### config.mk
export PLATFORM = sky130hd
export DESIGN_NAME = grating_position_counter
export DESIGN_NICKNAME = d
export VERILOG_FILES = /design/src/rtl/grating_position_counter.sv
export SDC_FILE = /design/constraint.sdc
export NUM_CORES = 1
export LEC_CHECK = 0
export ABC_AREA = 1
export ABC_CLOCK_PERIOD_IN_PS = 4200
export CAP_MARGIN = 20
export CORE_MARGIN = 2
export CORE_UTILIZATION = 30
export CTS_CLUSTER_DIAMETER = 120
export CTS_CLUSTER_SIZE = 14
export DETAILED_ROUTE_END_ITERATION = 10
export PLACE_DENSITY = 0.48
export RECOVER_POWER = 100
export SYNTH_ARGS = -nofsm -noshare
export SYNTH_HDL_FRONTEND = slang
export SYNTH_SLANG_ARGS = --single-unit
### constraint.sdc
create_clock -name CLOCK_50M -period 4.2 [get_ports CLOCK_50M]
set_clock_uncertainty 0.15 [all_clocks]
set_input_delay 1.26 -clock CLOCK_50M [delete_from_list [all_inputs] [get_ports CLOCK_50M]]
set_output_delay 1.26 -clock CLOCK_50M [all_outputs]
set_load 0.02 [all_outputs]
### src/rtl/grating_position_counter.sv
// rtl/grating_position_counter.sv - circular grating absolute position / revolution counter
// Homes on the first index pulse, then checks every later index against the count.
module grating_position_counter #(
    parameter int LINES_PER_REV = 2500,
    parameter int POS_W         = 16,
    parameter int REV_W         = 16,
    parameter int IDX_TOL       = 2
) (
    input  logic             CLOCK_50M,
    input  logic             RST,
    input  logic             iCount_Pulse,
    input  logic             iCorotation,
    input  logic             iIndex_Pulse,
    input  logic             iRd_Req,
    input  logic             iErr_Clr,
    output logic [POS_W-1:0] oPosition,
    output logic [REV_W-1:0] oRev_Count,
    output logic             oHomed,
    output logic             oIndex_Err,
    output logic             oRd_Valid,
    output logic [POS_W-1:0] oPosition_Snap,
    output logic [REV_W-1:0] oRev_Snap
);

    localparam int CPR = 4 * LINES_PER_REV;
    localparam logic [POS_W-1:0] POS_MAX = POS_W'(CPR - 1);
    localparam logic [POS_W:0]   CPR_W   = (POS_W+1)'(CPR);
    localparam logic [POS_W:0]   TOL_W   = (POS_W+1)'(IDX_TOL);

    typedef enum logic {UNREF, REFD} state_t;
    state_t state;

    logic [POS_W-1:0] posNext;
    logic [REV_W-1:0] revNext;
    logic [POS_W-1:0] posFinal;
    logic [REV_W-1:0] revFinal;
    logic [POS_W:0]   distUp;
    logic [POS_W:0]   distDown;
    logic [POS_W:0]   indexDist;
    logic             errSet;

    always_comb begin
        posNext = oPosition;
        revNext = oRev_Count;
        if (iCount_Pulse) begin
            if (iCorotation) begin
                if (oPosition == POS_MAX) begin
                    posNext = '0;
                    revNext = oRev_Count + 1'b1;
                end else begin
                    posNext = oPosition + 1'b1;
                end
            end else begin
                if (oPosition == '0) begin
                    posNext = POS_MAX;
                    revNext = oRev_Count - 1'b1;
                end else begin
                    posNext = oPosition - 1'b1;
                end
            end
        end
    end

    // Distance of the stepped position from zero, measured the short way round.
    always_comb begin
        distUp    = {1'b0, posNext};
        distDown  = CPR_W - distUp;
        indexDist = (distUp < distDown) ? distUp : distDown;
        errSet    = iIndex_Pulse && (state == REFD) && (indexDist > TOL_W);
    end

    always_comb begin
        posFinal = posNext;
        revFinal = revNext;
        if (iIndex_Pulse) begin
            posFinal = '0;
            if (state == UNREF) begin
                revFinal = '0;
            end
        end
    end

    always_ff @(posedge CLOCK_50M) begin
        if (RST) begin
            state          <= UNREF;
            oPosition      <= '0;
            oRev_Count     <= '0;
            oHomed         <= 1'b0;
            oIndex_Err     <= 1'b0;
            oRd_Valid      <= 1'b0;
            oPosition_Snap <= '0;
            oRev_Snap      <= '0;
        end else begin
            oPosition  <= posFinal;
            oRev_Count <= revFinal;
            oRd_Valid  <= iRd_Req;
            if (iRd_Req) begin
                oPosition_Snap <= posFinal;
                oRev_Snap      <= revFinal;
            end
            if (iIndex_Pulse && state == UNREF) begin
                state  <= REFD;
                oHomed <= 1'b1;
            end
            // A new error in the same cycle as a clear must not be lost.
            if (errSet) begin
                oIndex_Err <= 1'b1;
            end else if (iErr_Clr) begin
                oIndex_Err <= 1'b0;
            end
        end
    end

endmodule

==> results of run 1 <==
-- through the flow --
| step | area, µm² | utilization (%) | setup TNS, ps | hold slack [ps] |
|---|---|---|---|---|
| 2_1_floorplan | 5060 | - | -119 | 395 |
| 3_3_place_gp | 6570 | 39.9 | -735 | 326 |
| 4_1_cts | 7060 | 42.9 | 0 | 336 |
| 5_1_grt | 7170 | 43.5 | -168 | 370 |
| 3_5_place_dp | 6570 | 39.9 | -878 | 319 |
| 6_report | 7170 | 43.5 | 0 | 339 |
-- metal layers --
metal	global-route usage (%)	part of all wire, %	routed length, µm
met5	0	0	0
met4	5.08	1.2	217
met3	3.92	5.6	991
met2	29.8	42	7430
met1	29.5	51	9100
-- cell families after synthesis --
family / after synthesis / share of synthesized area, %
adders and majority gates: 15 / 3.74
and+or+nand+nor: 477 / 45.1
AOI/OAI and AO/OA: 123 / 13.3
buffers and inverters: 111 / 9.10
xor gates and xnor gates: 12 / 2.09
DFF: 67 / 26.7
-- sequential cells by signal, summed over array words and instances (netlist names) --
name and cells:
oPosition_Snap 16, oRev_Count 16, oRd_Valid 1, state 1, oPosition 16, oRev_Snap 16, oIndex_Err 1
-- where the power goes --
group / switching [µW] / internal, µW
Clock: 310 / 415
Combinational: 456 / 343
Sequential: 28.5 / 670
-- Yosys cell counts, types with 4 or more instances --
cell / n
a21boi_0: 6
a21oi_1: 43
a21oi_2: 4
buf_2: 6
clkbuf_1: 21
dfxtp_1: 67
ha_1: 15
inv_1: 68
inv_2: 4
nand2_1: 204
nand2_2: 16
nand2_4: 7
nand3_1: 81
nand3_2: 13
nand3b_1: 4
nand4_1: 15
nor2_1: 95
nor2_2: 16
nor2_4: 6
nor3_1: 9
nor4_1: 4
o211ai_1: 5
o21ai_0: 56
o21ai_1: 5
or2_2: 4
xnor2_1: 4
xor2_1: 8
-- worst max-delay path: cells and delay by family --
kind	cells	cell delay [ps]
fa+ha+maj	1	320
simple gates	17	1160
buf+inv	12	1360
compound gates	1	100
-- cell type report --
class                           instances  area (µm²)  area share [%]
Clock inverter                          5        37.5           0.524
Inverter                               76         305            4.26
Tap cell                              220         275            3.84
Timing Repair Buffer                  196        1670            23.3
Sequential cell                        67        1340            18.7
Clock buffer                           10         239            3.34
Multi-Input combinational cell        627        3300            46.0
-- final timing paths --
| check | startpoint | end | slack, ps |
|---|---|---|---|
| setup / recovery | iCorotation | oIndex_Err | 130 |
| hold / removal | oIndex_Err | oIndex_Err | 340 |
| setup reg to reg | oPosition[1] | oIndex_Err | 240 |
| hold reg to reg | oIndex_Err | oIndex_Err | 340 |
-- timing repair --
item                                    in CTS  in global routing
gates cloned                                 0                  0
endpoints found under the setup margin       1                  1
pin swaps                                   17                 21
resized for setup                           13                 25
hold buffers                                 0                  0
buffers inserted                            23                  7
==> metrics, run 1 <==
status completed; nature of the critical path endpoint flip-flop; TritonCTS buffer count 9; fin worst setup slack 126 ps; total number of vias 5652; Max-slew headroom 34.7%; largest net degree at the start of global routing 66; critical path arrival 4200 ps; GP Congestion 0.933; H-tree depth 3; CTS tree yes; die width 133 µm; vias per std cell 4.71; core region area 16500 µm²; asr flop ratio synth 0%; commonest non-fill, non-tap cells in the layout nand2_1, buf_4, nor2_1, nand3_1, clkdlybuf4s50_1; Worst R2R Path Depth 27; Post-synth EDFFs 0; initial antenna violation count 0; grt total ovfl 0; fin. max-slew vios 0; slew at the pin closest to its max-slew limit 979 ps; # clock sinks 67; diode count 0; maximum vdd drop 208 µV; Initial Utilization 30.5%; syn avg cell area 6.23 µm²; fin crit share 97.0%; commonest non-fill, non-tap cell in the layout nand2_1; share of the synthesized area in the top cell type 26.7%; post-route ant nets 0; DRT iter0 DRCs 412; CTS Root Cell clkbuf_16; RSZ-0062 raised after global routing yes; Final Hold Vio Count 0; most frequent CP cell buf_4; CP Data Required Time 4330 ps; Synth area leaders dfxtp_1, nand2_1, nand3_1; Yosys warning total 0; CP max stage delay 320 ps; DR pass1 iterations 5; Die ar. 17800 µm²; synthesized flop and latch total 67; Seq/Total Area, Yosys 26.7%; Worst-Skew Late Latency 350 ps; Max clock buf depth 2; detailed placer's ending HPWL 13600 µm; DRC 0; Cell Area, Synth 5020 µm²; vias in the first global route 5246; Synth Instances 805; Crit-path slowest cell ha_1; LEAKAGE 0.00325 µW; pre-CTS WS -878 ps; port bufs 73; overall routed net length 17700 µm; row count 47; Die Height 133 µm; Synth Net Count 827; Top FF cell, synth dfxtp_1; crit path kind input pin to flip-flop; FILL cells 1772; Crit Path Max Fanout 6; Worst-path clk slew 50 ps; Pwr Total 2220 µW; # IOs 74; Setup-failing EPs final 0; pwr dens 310 nW/µm²; largest area contributor in the netlist dfxtp_1; Final Non-Filler Cells 1201; post-DR wirelength/cell 14.8 µm; min cycle time layout 4070 ps; Layout Nets 999; Netlist cell types 36; first-pass GRT wire length 28100 µm; gr usage total 20.0%; CP startpoint kind input pin; synth-to-layout area growth 42.8%; Max Cap Violations 0; Worst Hold Depth 2; HP Class flip-flop to flip-flop; fmax 245 MHz; layout cells sized above 1 23.8%; placed insts 1157
Power figures use the tool's default switching activity.
==> inputs of run 2 (changes only) <==
--- a/config.mk
+++ b/config.mk
@@ -9,11 +9,11 @@
 export ABC_CLOCK_PERIOD_IN_PS = 4200
 export CAP_MARGIN = 20
 export CORE_MARGIN = 2
-export CORE_UTILIZATION = 30
+export CORE_UTILIZATION = 50
 export CTS_CLUSTER_DIAMETER = 120
 export CTS_CLUSTER_SIZE = 14
 export DETAILED_ROUTE_END_ITERATION = 10
-export PLACE_DENSITY = 0.48
+export PLACE_DENSITY = 0.74
 export RECOVER_POWER = 100
 export SYNTH_ARGS = -nofsm -noshare
 export SYNTH_HDL_FRONTEND = slang
==> metrics, run 2 (synthesis results as in run 1) <==
HP Class flip-flop to flip-flop; post-route ant nets 0; fin. max-slew vios 0; Crit Path Max Fanout 6; most frequent CP cell buf_4; CP startpoint kind input pin; slew at the pin closest to its max-slew limit 963 ps; die width 104 µm; Placed Area 6400 µm²; Max-slew headroom 35.8%; status completed; Max clock buf depth 2; FILL cells 863; critical path arrival 4050 ps; Die Height 104 µm; core region area 9770 µm²; diode count 0; overall routed net length 17100 µm; # IOs 74; Worst-path clk slew 60 ps; DRC 0; Final Cell Area 6930 µm²; commonest non-fill, non-tap cell in the layout nand2_1; post-DR wirelength/cell 15.5 µm; synth-to-layout area growth 38.1%; DRT iter0 DRCs 433; grt total ovfl 0; port bufs 73; CTS tree yes; CP max stage delay 130 ps; crit path kind input pin to flip-flop; commonest non-fill, non-tap cells in the layout nand2_1, buf_4, nor2_1, nand3_1, dlygate4sd3_1; largest net degree at the start of global routing 66; nature of the critical path endpoint flip-flop; H-tree depth 3; Post-CTS Hold Fix Bufs 0; row count 36; pwr dens 293 nW/µm²; fin crit share 94.9%; Initial Utilization 51.3%; # clock sinks 67; Setup-failing EPs final 0; Max Cap Violations 0; CP Data Required Time 4270 ps; LEAKAGE 0.00334 µW; GP Congestion 0.996; first-pass GRT wire length 26900 µm; min cycle time layout 3980 ps; gr usage total 30.6%; vias in the first global route 5476; fmax 251 MHz; worst hold slack 336 ps; layout cells sized above 1 23.8%; Layout Nets 985; Die ar. 10900 µm²; initial antenna violation count 0; TritonCTS buffer count 9; Crit-path slowest cell buf_4; detailed placer's ending HPWL 12800 µm; maximum vdd drop 205 µV; total number of vias 5917; Worst-Skew Late Latency 360 ps; Final Hold Vio Count 0; CTS Root Cell clkbuf_8; DR pass1 iterations 7; vias per std cell 5.37
-- run 2: cell types whose count changed in the layout (fill, tap and decap cells not counted), moves of 3 or more --
cell / change
nand2_1: -3
clkbuf_8: +9
clkbuf_1: +3
dlygate4sd3_1: +69
clkdlybuf4s50_1: -69
clkbuf_16: -9
o21ai_1: -3
dfxtp_1: -4
nand2_2: +3
o21ai_2: +3
buf_4: -16
-- run 2: cell type report --
class	instances	area, µm²	share of cell area [%]
multi-input combinational	627	3340	48.3
inverter	76	305	4.41
sequential	67	1350	19.5
tap	133	166	2.40
clock buffer	12	145	2.09
timing repair buffer	182	1570	22.6
clock inverter	4	50.0	0.722
-- run 2: critical path, delay by kind of cell --
family,cells,cell delay [ps]
simple gates,16,1110
compound gates,1,50
buf+inv,14,1630
-- run 2: final timing paths --
path                start  slack, ps          to  cells past startpoint
min reg2reg    oIndex_Err        340  oIndex_Err                      2
max           iCorotation        220  oIndex_Err                     31
min            oIndex_Err        340  oIndex_Err                      2
max reg2reg  oPosition[0]        250  oIndex_Err                     29
-- run 2: timing repair --
action	in CTS	in global routing
setup buffers	18	6
gates resized for setup	15	41
pin swaps	14	25
setup endpoints to repair	1	1
hold endpoints to repair	0	0
-- run 2: per-stage QoR --
step / utilization [%] / power (µW) / setup TNS [ps] / setup WS (ps) / instances
2_1_floorplan: - / 1150 / -119 / -119 / 805
3_3_place_gp: 65.5 / 1420 / -682 / -682 / 1062
5_1_grt: 70.9 / 2140 / -41.4 / -41.4 / 1101
4_1_cts: 69.4 / 2010 / 0 / 34.6 / 1096
3_5_place_dp: 65.5 / 1430 / -816 / -816 / 1062
6_report: 70.9 / 2030 / 0 / 216 / 1101
-- run 2: report_power, final --
| group | switching, µW | total (µW) | internal, µW |
|---|---|---|---|
| Clock | 260 | 550 | 290 |
| Combinational | 459 | 783 | 324 |
| Sequential | 31.4 | 700 | 669 |
| Total | 750 | 2030 | 1280 |
-- run 2: routing by layer --
layer	vias up	track usage, %	part of all wire, %
met5	-	0	0
met4	0	12.3	2.7
met3	40	5.45	7.5
met2	273	46.4	44
met1	2666	42.9	46
li1	2938	-	-
